$ cat config.mk
export PLATFORM = sky130hd
export DESIGN_NAME = ula_operand_seq_flat
export DESIGN_NICKNAME = d
export VERILOG_FILES = /design/src/rtl/ula_operand_seq_if.sv /design/src/rtl/ula_operand_seq.sv /design/src/flat_wrapper.sv
export SDC_FILE = /design/constraint.sdc
export NUM_CORES = 1
export LEC_CHECK = 0
export ABC_AREA = 1
export BUFFER_PORTS_ARGS = -buffer_cell sky130_fd_sc_hd__buf_4
export CAP_MARGIN = 5
export CORE_ASPECT_RATIO = 0.9
export CORE_UTILIZATION = 50
export CTS_BUF_LIST = sky130_fd_sc_hd__clkbuf_8 sky130_fd_sc_hd__clkbuf_16
export CTS_CLUSTER_SIZE = 30
export DETAILED_ROUTE_END_ITERATION = 6
export PLACE_DENSITY = 0.8
export SLEW_MARGIN = 20
export SYNTH_ARGS = -nofsm -noshare
export SYNTH_HDL_FRONTEND = slang
export SYNTH_SLANG_ARGS = --single-unit
export TNS_END_PERCENT = 20
$ cat constraint.sdc
create_clock -name clk -period 1.9 [get_ports clk]
set_input_delay 0.38 -clock clk [delete_from_list [all_inputs] [get_ports clk]]
set_output_delay 0.38 -clock clk [all_outputs]
set_load 0.01 [all_outputs]
$ cat src/rtl/ula_operand_seq_if.sv
// Bundle of all non-clock signals between the operand sequencer, the board
// switches/buttons and the 4-bit ULA. The sequencer uses the slave view;
// whatever drives the switches and models the ULA uses the master view.
interface ula_operand_seq_if #(
    parameter int DATA_W = 4
);
    logic [DATA_W-1:0] sw;
    logic [1:0]        op_sw;
    logic              enter;
    logic              clear;
    logic [DATA_W-1:0] res_in;
    logic [3:0]        flag_in;
    logic [DATA_W-1:0] a;
    logic [DATA_W-1:0] b;
    logic [1:0]        op;
    logic              alu_valid;
    logic [DATA_W-1:0] res;
    logic [3:0]        res_flag;
    logic              err;
    logic [2:0]        state;

    modport master (
        output sw, op_sw, enter, clear, res_in, flag_in,
        input  a, b, op, alu_valid, res, res_flag, err, state
    );

    modport slave (
        input  sw, op_sw, enter, clear, res_in, flag_in,
        output a, b, op, alu_valid, res, res_flag, err, state
    );
endinterface

$ cat src/rtl/ula_operand_seq.sv
// Operand-entry sequencer for the 4-bit ULA. A, B and the opcode are taken
// from the switches one debounced ENTER press at a time. The ULA result is
// then captured for the display stage. A divide with a zero divisor is
// trapped in an error state, so the ULA never sees it as a valid operation.
module ula_operand_seq #(
    parameter int DATA_W       = 4,
    parameter int DEBOUNCE_CYC = 4,
    parameter int OP_DIV       = 3
) (
    input logic             clk,
    input logic             rst_n,
    ula_operand_seq_if.slave bus
);

    typedef enum logic [2:0] {
        GET_A  = 3'd0,
        GET_B  = 3'd1,
        GET_OP = 3'd2,
        EXEC   = 3'd3,
        SHOW   = 3'd4,
        ERR    = 3'd5
    } state_t;

    localparam int                 CNT_W    = $clog2(DEBOUNCE_CYC + 1);
    localparam logic [CNT_W-1:0]   CNT_MAX  = CNT_W'(DEBOUNCE_CYC);
    localparam logic [CNT_W-1:0]   CNT_ARM  = CNT_W'(DEBOUNCE_CYC - 1);
    localparam logic [1:0]         DIV_CODE = 2'(OP_DIV);

    logic              abort;
    logic              sync1;
    logic              enter_s;
    logic [CNT_W-1:0]  cnt;
    logic              press;

    // Held as plain bits so that the illegal codes 6 and 7 stay representable.
    logic [2:0]        state_q;
    state_t            state_d;

    logic              load_a;
    logic              load_b;
    logic              load_op;
    logic              set_err;
    logic              clr_err;
    logic              capture;

    logic [DATA_W-1:0] a_q;
    logic [DATA_W-1:0] b_q;
    logic [1:0]        op_q;
    logic [DATA_W-1:0] res_q;
    logic [3:0]        flag_q;
    logic              err_q;

    // Reset and clear have the same effect. Both also flush any press in flight.
    assign abort = !rst_n || bus.clear;

    // Two-flop synchronizer for the raw pushbutton.
    always_ff @(posedge clk) begin
        if (abort) begin
            sync1   <= 1'b0;
            enter_s <= 1'b0;
        end else begin
            sync1   <= bus.enter;
            enter_s <= sync1;
        end
    end

    // Saturating debounce counter. It emits a one-cycle press on the step into saturation.
    always_ff @(posedge clk) begin
        if (abort) begin
            cnt   <= '0;
            press <= 1'b0;
        end else begin
            press <= enter_s && (cnt == CNT_ARM);
            if (!enter_s) begin
                cnt <= '0;
            end else if (cnt != CNT_MAX) begin
                cnt <= cnt + 1'b1;
            end
        end
    end

    // Next-state decode and the register-load strobes for each step of entry.
    always_comb begin
        state_d = GET_A;
        load_a  = 1'b0;
        load_b  = 1'b0;
        load_op = 1'b0;
        set_err = 1'b0;
        clr_err = 1'b0;
        capture = 1'b0;
        case (state_q)
            GET_A: begin
                if (press) begin
                    load_a  = 1'b1;
                    state_d = GET_B;
                end else begin
                    state_d = GET_A;
                end
            end
            GET_B: begin
                if (press) begin
                    load_b  = 1'b1;
                    state_d = GET_OP;
                end else begin
                    state_d = GET_B;
                end
            end
            GET_OP: begin
                if (press) begin
                    load_op = 1'b1;
                    if (bus.op_sw == DIV_CODE && b_q == '0) begin
                        set_err = 1'b1;
                        state_d = ERR;
                    end else begin
                        state_d = EXEC;
                    end
                end else begin
                    state_d = GET_OP;
                end
            end
            EXEC: begin
                capture = 1'b1;
                state_d = SHOW;
            end
            SHOW: begin
                state_d = press ? GET_A : SHOW;
            end
            ERR: begin
                if (press) begin
                    clr_err = 1'b1;
                    state_d = GET_A;
                end else begin
                    state_d = ERR;
                end
            end
            default: begin
                state_d = GET_A;
            end
        endcase
    end

    // State, operand, result and error registers. They are loaded only by the strobes above.
    always_ff @(posedge clk) begin
        if (abort) begin
            state_q <= GET_A;
            a_q     <= '0;
            b_q     <= '0;
            op_q    <= '0;
            res_q   <= '0;
            flag_q  <= '0;
            err_q   <= 1'b0;
        end else begin
            state_q <= state_d;
            if (load_a) begin
                a_q <= bus.sw;
            end
            if (load_b) begin
                b_q <= bus.sw;
            end
            if (load_op) begin
                op_q <= bus.op_sw;
            end
            if (set_err) begin
                err_q  <= 1'b1;
                res_q  <= '0;
                flag_q <= '0;
            end
            if (capture) begin
                res_q  <= bus.res_in;
                flag_q <= bus.flag_in;
            end
            if (clr_err) begin
                err_q <= 1'b0;
            end
        end
    end

    assign bus.a         = a_q;
    assign bus.b         = b_q;
    assign bus.op        = op_q;
    assign bus.res       = res_q;
    assign bus.res_flag  = flag_q;
    assign bus.err       = err_q;
    assign bus.state     = state_q;
    assign bus.alu_valid = (state_q == EXEC) || (state_q == SHOW);

endmodule

$ cat src/flat_wrapper.sv
// flat-port wrapper written by rule: the top's interface ports become plain ports
module ula_operand_seq_flat 
#(
    parameter int DATA_W       = 4,
    parameter int DEBOUNCE_CYC = 4,
    parameter int OP_DIV       = 3
)
  (clk, rst_n, bus_sw, bus_op_sw, bus_enter, bus_clear, bus_res_in, bus_flag_in, bus_a, bus_b, bus_op, bus_alu_valid, bus_res, bus_res_flag, bus_err, bus_state);
  ula_operand_seq_if #(.DATA_W(DATA_W)) bus_i ();
  input logic clk;
  input logic rst_n;
  input wire logic [$bits(bus_i.sw)-1:0] bus_sw;
  input wire logic [$bits(bus_i.op_sw)-1:0] bus_op_sw;
  input wire logic [$bits(bus_i.enter)-1:0] bus_enter;
  input wire logic [$bits(bus_i.clear)-1:0] bus_clear;
  input wire logic [$bits(bus_i.res_in)-1:0] bus_res_in;
  input wire logic [$bits(bus_i.flag_in)-1:0] bus_flag_in;
  output wire logic [$bits(bus_i.a)-1:0] bus_a;
  output wire logic [$bits(bus_i.b)-1:0] bus_b;
  output wire logic [$bits(bus_i.op)-1:0] bus_op;
  output wire logic [$bits(bus_i.alu_valid)-1:0] bus_alu_valid;
  output wire logic [$bits(bus_i.res)-1:0] bus_res;
  output wire logic [$bits(bus_i.res_flag)-1:0] bus_res_flag;
  output wire logic [$bits(bus_i.err)-1:0] bus_err;
  output wire logic [$bits(bus_i.state)-1:0] bus_state;
  assign bus_i.sw = bus_sw;
  assign bus_i.op_sw = bus_op_sw;
  assign bus_i.enter = bus_enter;
  assign bus_i.clear = bus_clear;
  assign bus_i.res_in = bus_res_in;
  assign bus_i.flag_in = bus_flag_in;
  assign bus_a = bus_i.a;
  assign bus_b = bus_i.b;
  assign bus_op = bus_i.op;
  assign bus_alu_valid = bus_i.alu_valid;
  assign bus_res = bus_i.res;
  assign bus_res_flag = bus_i.res_flag;
  assign bus_err = bus_i.err;
  assign bus_state = bus_i.state;
  ula_operand_seq #(.DATA_W(DATA_W), .DEBOUNCE_CYC(DEBOUNCE_CYC), .OP_DIV(OP_DIV)) u_core (.clk(clk), .rst_n(rst_n), .bus(bus_i));
endmodule
==> impl_metrics.yaml <==
synthesis:
  syn_area_um2: 1140
  avgSynthCellArea_um2: 7.76
  ys_seq_area_frac: 0.491
  ys_ff_latch: 28
  synthDistinctLibCells: 19
  syn_inst: 147
  syn-num-nets: 168
  ys_warn_count: 0
pwr:
  peakVddDrop_v: 0.000558
  p_int_uw: 897
  power_density_nw_per_um2: 710
  p_seq_frac: 0.536
  switching_power_uw: 200
  power.share.combinational: 0.043
  total_power_mw: 1.10
  power.leakage_nw: 0.695
  switching_share: 0.182
  pwr-share-clk: 0.421
sta:
  hold_violations: 0
  setup_tns_ps: 0
  maxSlewHeadroom: 0.733
  worst_slew_pin_slew_ps: 400
  finalSetupViolations: 0
  finClkSkew_ps: 3.79
  rsz0062_at_grt: "false"
  finalCritPeriodShare: 0.822
  maxSlewViolCount: 0
  period_needed_ps: 1560
  fmax_mhz: 640
floorplan:
  io_pins: 41
  die_area_um2: 2480
  core_um2: 2160
  std_cell_rows: 16
  die_h_um: 47.3
  start_util: 0.528
  die_x_um: 52.4
worst_setup_path:
  worstPathCellList: "nor2_1 -> inv_1 -> o21ai_0 -> buf_4"
  cp_top_family: "flip-flops"
  r2r-start: "u_core.bus.state[1]"
  r2r_end: "u_core.bus.res_flag[2]"
  cp_max_fo: 7
  reg2reg_slack_ps: 570
  cp_slowest_stage_delay_ps: 390
  crit_required_ps: 1520
  cpMaxStageDelayCell: "dfxtp_1"
  criticalPathCategory: "reg2out"
  r2r_cells: 5
  arrival_ps: 1180
  critPathBufInv: 2
  crit_cells: 4
  setup.worst_path.start_class: "flop"
  cp-end-kind: "primary output"
clock_tree:
  cts_hold_buf: 0
  cts-root-buf: "clkbuf_8"
  cts_tree: "yes"
  clock_sinks: 28
  clock_tree.buffer_depth: 2
  path_clk_slew_ps: 90
  cts_buffers: 3
  htreeDepth: 1
  ctsResizeCount: 0
  clk-insertion-delay-late_ps: 270
  postCtsSetupBuffers: 0
global_routing:
  grt_remaining_overflow: 0
  grt_pass1_vias: 961
  grt_pass1_wl_um: 3800
  globalRouteTotalUtil: 0.212
  grt_max_degree: 17
  grt_antenna_before_repair: 0
drt:
  wl_per_cell_um: 11.1
  drc: 0
  dr.pass1.iters: 6
  avgViaCountPerCell: 4.97
  vias: 1079
  drt_iter0_markers: 28
  routed_wl_um: 2420
  ant_nets: 0
cells_and_area:
  seqCellArea_um2: 561
  final_common_cell: "buf_4"
  final_cell_mix: "buf_4 (42), dfxtp_1 (28), nand2_1 (21)"
  fillers: 185
  diodes: 0
  final_util: 0.714
  drive_above_1_share: 0.300
  syn_to_final_growth_pct: 35.3
  multiInputGateArea_um2: 477
  stdcell_area_um2: 1540
  nets: 212
hold_path:
  hp-start: "bus_enter"
  min_to: "u_core.sync1"
  hold_class: "in2reg"
  hold_depth: 3
status:
  outcome: "finished, final reports clean"
placed_design:
  placement.cell_area_um2: 1470
  hpwl_um: 1950
  port_buffers: 40
  place_congestion: 0.752
flow_run:
  max_cap_violations: 0
## worst register-to-register path, cell delays in order, from the launching register on
cell and delay, ps:
dfxtp_1 480, nand3_1 130, buf_4 180, inv_1 180, nand2_1 90, a21oi_1 190
## power groups by stage
stage | clock network, mW | registers [mW] | logic, mW
2_1_floorplan | 0 | 0.602 | 0.0159
3_3_place_gp | 0 | 0.602 | 0.0465
3_5_place_dp | 0 | 0.602 | 0.0477
4_1_cts | 0.467 | 0.588 | 0.0478
5_1_grt | 0.499 | 0.588 | 0.0531
6_report | 0.461 | 0.588 | 0.0475
## area by class of cell
| type | instances | share of cell area |
|---|---|---|
| Clock buffer | 3 | 0.0267 |
| Tap cell | 27 | 0.0219 |
| Multi-Input combinational cell | 93 | 0.309 |
| Sequential cell | 28 | 0.363 |
| Inverter | 23 | 0.0559 |
| Timing Repair Buffer | 42 | 0.204 |
| Clock inverter | 1 | 0.0194 |
## how the worst max path moves through the flow
stage,from,to,slack (ps)
5_1_grt,u_core.bus.state[1],bus_alu_valid,260
3_5_place_dp,u_core.bus.state[1],u_core.bus.res_flag[2],600
2_1_floorplan,u_core.bus.state[2],bus_alu_valid,610
4_1_cts,u_core.bus.state[1],bus_alu_valid,330
6_report,u_core.bus.state[1],bus_alu_valid,340
3_3_place_gp,u_core.bus.state[0],bus_alu_valid,650
## sequential cells by signal (all words and copies together), names as in the netlist
name and cells:
u_core.bus.a 4, u_core.bus.b 4, u_core.bus.err 1, u_core.bus.op 2
u_core.bus.res 4, u_core.bus.res_flag 4, u_core.bus.state 3, u_core.cnt 3
u_core.enter_s 1, u_core.press 1, u_core.sync1 1
## layer usage
metal	global-route usage	up-vias	part of all wire
met5	0	-	0
met4	0.0895	0	0.014
met3	0.0647	4	0.050
met2	0.385	26	0.50
met1	0.233	492	0.43
li1	-	557	-
## cell families (layout without fill, tap and decap cells)
group,Yosys count,after routing,synth area share
AOI/OAI and AO/OA,33,33,0.149
adders and majority gates,3,3,0.0329
buffers and inverters,26,69,0.0910
DFF,28,28,0.491
and+or+nand+nor,57,57,0.236
## synthesized netlist by cell type, drive strengths merged
cell / count / share of area
a211oi: 1 / 0.0066
a21oi: 18 / 0.079
a22oi: 1 / 0.0066
buf: 3 / 0.015
clkinv: 1 / 0.0033
dfxtp: 28 / 0.49
ha: 3 / 0.033
inv: 22 / 0.072
nand2: 24 / 0.086
nand3: 10 / 0.055
nor2: 23 / 0.095
o21ai: 13 / 0.057
## stage by stage
stage,worst slack (ps),instances,hold slack [ps]
finish,338,217,316
global route,255,217,309
CTS,334,217,314
detailed placement,603,213,404
global placement,654,213,396
floorplan,608,147,394
No activity file was read; power rests on OpenSTA's default activity.
